===== src/rtl/pipe_ctrl_fsm.sv =====
// Pipeline control unit: prefix stall vector, multi-cycle flush sequencing for
// traps/mret/interrupts, and a watchdog that flags runaway stalls.
module pipe_ctrl_fsm #(
    parameter int          STAGES       = 6,
    parameter int          WIDTH        = 32,
    parameter int          FLUSH_CYCLES = 1,
    parameter int          WDT_MAX      = 255,
    parameter logic [31:0] MRET_CODE    = 32'h0000000a
) (
    input  logic              clk,
    input  logic              rst,
    input  logic [STAGES-1:0] stallreq_i,
    input  logic [31:0]       excepttype_i,
    input  logic [WIDTH-1:0]  csr_mepc_i,
    input  logic [WIDTH-1:0]  csr_mtvec_i,
    input  logic              irq_i,
    input  logic              irq_en_i,
    output logic [STAGES-1:0] stall,
    output logic              flush,
    output logic [WIDTH-1:0]  new_pc,
    output logic              irq_taken_o,
    output logic              stall_timeout,
    output logic              busy
);

    localparam logic [0:0] RUN   = 1'b0;
    localparam logic [0:0] FLUSH = 1'b1;

    localparam int            CW        = (FLUSH_CYCLES > 1) ? $clog2(FLUSH_CYCLES) : 1;
    localparam logic [CW-1:0] CNT_INIT  = CW'(FLUSH_CYCLES - 1);
    localparam logic [15:0]   WDT_LAST  = 16'(WDT_MAX - 1);

    logic [0:0]        state_q, state_d;
    logic [CW-1:0]     cnt_q, cnt_d;
    logic [WIDTH-1:0]  newPc_q, newPc_d;
    logic              irqTaken_q, irqTaken_d;
    logic [15:0]       wdt_q, wdt_d;
    logic [STAGES-1:0] stallPrefix;
    logic              wdtHit;

    // A stage stalls whenever it or any later stage requests a stall.
    always_comb begin
        stallPrefix = '0;
        for (int i = 0; i < STAGES; i++) begin
            stallPrefix[i] = |(stallreq_i >> i);
        end
    end

    assign stall         = (state_q == RUN) ? stallPrefix : '0;
    assign flush         = (state_q == FLUSH);
    assign busy          = flush;
    assign new_pc        = newPc_q;
    assign irq_taken_o   = irqTaken_q;
    assign wdtHit        = (|stall) && (wdt_q == WDT_LAST);
    assign stall_timeout = wdtHit;

    always_comb begin
        if (!(|stall) || wdtHit) begin
            wdt_d = '0;
        end else begin
            wdt_d = wdt_q + 16'd1;
        end
    end

    // Interrupts wait for an unstalled cycle so no half-retired instruction is lost.
    always_comb begin
        state_d    = state_q;
        cnt_d      = cnt_q;
        newPc_d    = newPc_q;
        irqTaken_d = 1'b0;
        case (state_q)
            RUN: begin
                if (excepttype_i != '0) begin
                    state_d = FLUSH;
                    cnt_d   = CNT_INIT;
                    newPc_d = (excepttype_i == MRET_CODE) ? csr_mepc_i : csr_mtvec_i;
                end else if (irq_i && irq_en_i && (stallreq_i == '0)) begin
                    state_d    = FLUSH;
                    cnt_d      = CNT_INIT;
                    newPc_d    = csr_mtvec_i;
                    irqTaken_d = 1'b1;
                end
            end
            FLUSH: begin
                if (cnt_q == '0) begin
                    state_d = RUN;
                end else begin
                    cnt_d = cnt_q - CW'(1);
                end
            end
            default: state_d = RUN;
        endcase
    end

    always_ff @(posedge clk) begin
        if (rst) begin
            state_q    <= RUN;
            cnt_q      <= '0;
            newPc_q    <= '0;
            irqTaken_q <= 1'b0;
            wdt_q      <= '0;
        end else begin
            state_q    <= state_d;
            cnt_q      <= cnt_d;
            newPc_q    <= newPc_d;
            irqTaken_q <= irqTaken_d;
            wdt_q      <= wdt_d;
        end
    end

endmodule


===== config.mk =====
export PLATFORM = sky130hd
export DESIGN_NAME = pipe_ctrl_fsm
export DESIGN_NICKNAME = d
export VERILOG_FILES = /design/src/rtl/pipe_ctrl_fsm.sv
export SDC_FILE = /design/constraint.sdc
export NUM_CORES = 1
export LEC_CHECK = 0
export BUFFER_PORTS_ARGS = -buffer_cell sky130_fd_sc_hd__buf_2
export CAP_MARGIN = 20
export CORE_MARGIN = 2
export CORE_UTILIZATION = 45
export CTS_BUF_LIST = sky130_fd_sc_hd__clkbuf_8
export DETAILED_ROUTE_END_ITERATION = 8
export PLACE_DENSITY = 0.88
export SLEW_MARGIN = 20
export SYNTH_ARGS = -nofsm -noshare
export SYNTH_HDL_FRONTEND = slang
export SYNTH_SLANG_ARGS = --single-unit

===== constraint.sdc =====
create_clock -name clk -period 3.4 [get_ports clk]
set_input_delay 0.51 -clock clk [delete_from_list [all_inputs] [get_ports clk]]
set_output_delay 0.51 -clock clk [all_outputs]
set_load 0.005 [all_outputs]

==> impl_metrics.ini <==
[die]
initial_utilization_pct = 46.5
io-pin-count = 148
fp.dieH_um = 79.2
rows = 27
dieWidth_um = 79.2
coreArea_um2 = 5470
dieArea_um2 = 6270

[setup_path]
ff2ff_path_depth = 6
critical_path.startpoint_type = primary input
cp_max_fo = 20
r2r_end = wdt_q[13]$_SDFF_PP0_
crit_required_ns = 3.54
arrival_ns = 2.28
r2r_setup_slack_ns = 1.66
timing.rr.start = wdt_q[0]$_SDFF_PP0_
worstSetupPathType = primary input to flop
crit_path_end_kind = flop

[yosys]
synth.most_common_cell = nand2_1
yosys.area.top_type = dfxtp_1
yosysWarnings = 0
synthTopCellsByArea = dfxtp_1, a311oi_2, nand2_1
async_reset_ff_share_pct = 0
synth_cell_type_count = 34
synth.avg_cell_area_um2 = 8.65
synth_common_cells = nand2_1, nor2_1, dfxtp_1
ys_ff_latch = 50
synth_seq_area_share_pct = 39.4
syn_area_um2 = 2540
synth_edf_count = 0
synth_top_area_share_pct = 39.4
synth_nets = 402
synth-main-ff-cell = dfxtp_1
synth_cells = 294

[sta]
holdWs_ns = 0.462
worst_pin_slew_ns = 0.941
clock_skew_ns = 0.00524
layout_setup_ws_ns = 1.25
maxSlewViolCount = 0
setup_viol = 0
hold_viol = 0
grt_setup_unrepaired = no
max_freq_mhz = 466
finalCritPeriodShare_pct = 63.2
post-route-min-period_ns = 2.15
setup_tns_ns = 0
relSlewSlack_pct = 37.3

[drt]
antenna_left = 0
dr.pass1.iters = 6
drc = 0
dr.first_iter.drc_count = 126
wl_um = 6600
vias = 2608
routedWlPerCell_um = 13.1
drt-vias-per-instance = 5.18

[clocking]
holdBufCountCts = 0
post-cts-setup-buffers = 0
cts_tree = yes
htreeDepth = 2
clkLatencyLatePin_ns = 0.29
cts-buffers-inserted = 5
clk_pin_slew_ns = 0.10
clk_path_buf_depth = 2
ctsResizeCount = 0
cts_sinks = 50
cts_root_buffer = clkbuf_8

[placement]
pre_cts_ws_ns = 0.873
io_buffers = 147
dpl.hpwl_um = 4930
gp_congestion = 0.893

[job]
cap_violations = 0

[pwr]
peakVddDrop_uv = 204
powerDensity_nw_per_um2 = 353
leakage_nw = 1.54

[min_path]
hp-start = csr_mepc_i[0]
hold_depth = 3
holdCritPathClass = primary input to flop
whs_endpoint = new_pc[0]$_SDFFE_PP0P_

[layout]
seq_area_um2 = 1000
syn2layout_area_growth_pct = 33.4
layout.nets = 538
drive_gt1_share_pct = 43.6
fin_util_pct = 62.0
nFillCells = 470
n_antenna_cell = 0
multi_input_area_um2 = 1400

[global_route]
antenna_found_initial = 0
grt_pass1_vias = 2354
grt_util_all_layers_pct = 21.0
grt_remaining_overflow = 0
grt_max_degree = 65
grt_pass1_wl_um = 10600

[status]
status = finished clean
-- registers in the layout, summed over array words and instances (netlist names) --
signal,count
wdt_q,16
irq_taken_o,1
new_pc,32
busy,1
-- layout by cell type, fill, tap and decap left out, types with 5 or more instances in the layout --
cell type  count
a311oi_2      27
xor2_1         6
xnor2_1        8
nor2_1        59
dfxtp_1       50
clkbuf_8       5
nand3_1        9
buf_2        147
a311oi_1       5
nor4_1        10
nand2_1       68
-- worst max-delay path, stage by stage --
cell	delay [ns]
buf_2	0.12
nor4_1	0.37
and4_1	0.27
and2_1	0.50
buf_12	0.23
mux2i_1	0.19
a211oi_1	0.09
-- layout make-up --
class	instances	area share, %
repair buffers	150	23.7
flip-flops and latches	50	29.5
clock buffers	5	2.03
multi-input cells	220	41.2
clock inverters	3	0.627
well taps	72	2.66
inverters	3	0.332
-- routing by layer --
metal,track usage (%),routed length (µm),part of all wire [%]
met1,26.2,2790,42
met2,35.0,3300,50
met3,6.14,437,6.6
met4,6.21,65,0.99
met5,0,0,0
-- power breakdown --
part | internal (W) | switching (W) | leakage, nW | total [W]
clock | 0.000145 | 0.000200 | 0.0441 | 0.000345
combinational | 0.000111 | 0.000103 | 1.08 | 0.000213
sequential | 0.000619 | 0.0000200 | 0.412 | 0.000639
-- per-stage QoR --
stage	cell area [µm²]	total power [W]	cells
after floorplan	2540	0.000757	294
after global placement	3270	0.000860	494
after detailed placement	3270	0.000865	494
after CTS	3360	0.00121	502
after global routing	3390	0.00126	503
final	3390	0.00120	503
-- logic make-up (layout without fill, tap and decap cells) --
kind of cell	Yosys count	in the layout	synth area share, %
mux	1	1	0.394
flops	50	50	39.4
xor+xnor	14	14	4.82
compound gates	35	35	19.0
buf+inv	24	161	5.71
simple gates	168	168	29.7
fa+ha+maj	2	2	0.984
-- worst max path at each step --
stage                     slack (ns)  cells after the start                       to                 from
after global placement          0.97                      6  new_pc[24]$_SDFFE_PP0P_     excepttype_i[20]
final                           1.25                      7  new_pc[29]$_SDFFE_PP0P_      excepttype_i[4]
after CTS                       1.21                      6  new_pc[20]$_SDFFE_PP0P_     excepttype_i[20]
after detailed placement        0.87                      6  new_pc[20]$_SDFFE_PP0P_     excepttype_i[20]
after floorplan                 1.54                      8  new_pc[10]$_SDFFE_PP0P_     excepttype_i[20]
after global routing            1.10                      6            stall_timeout  wdt_q[0]$_SDFF_PP0_
Power figures use the tool's default switching activity.
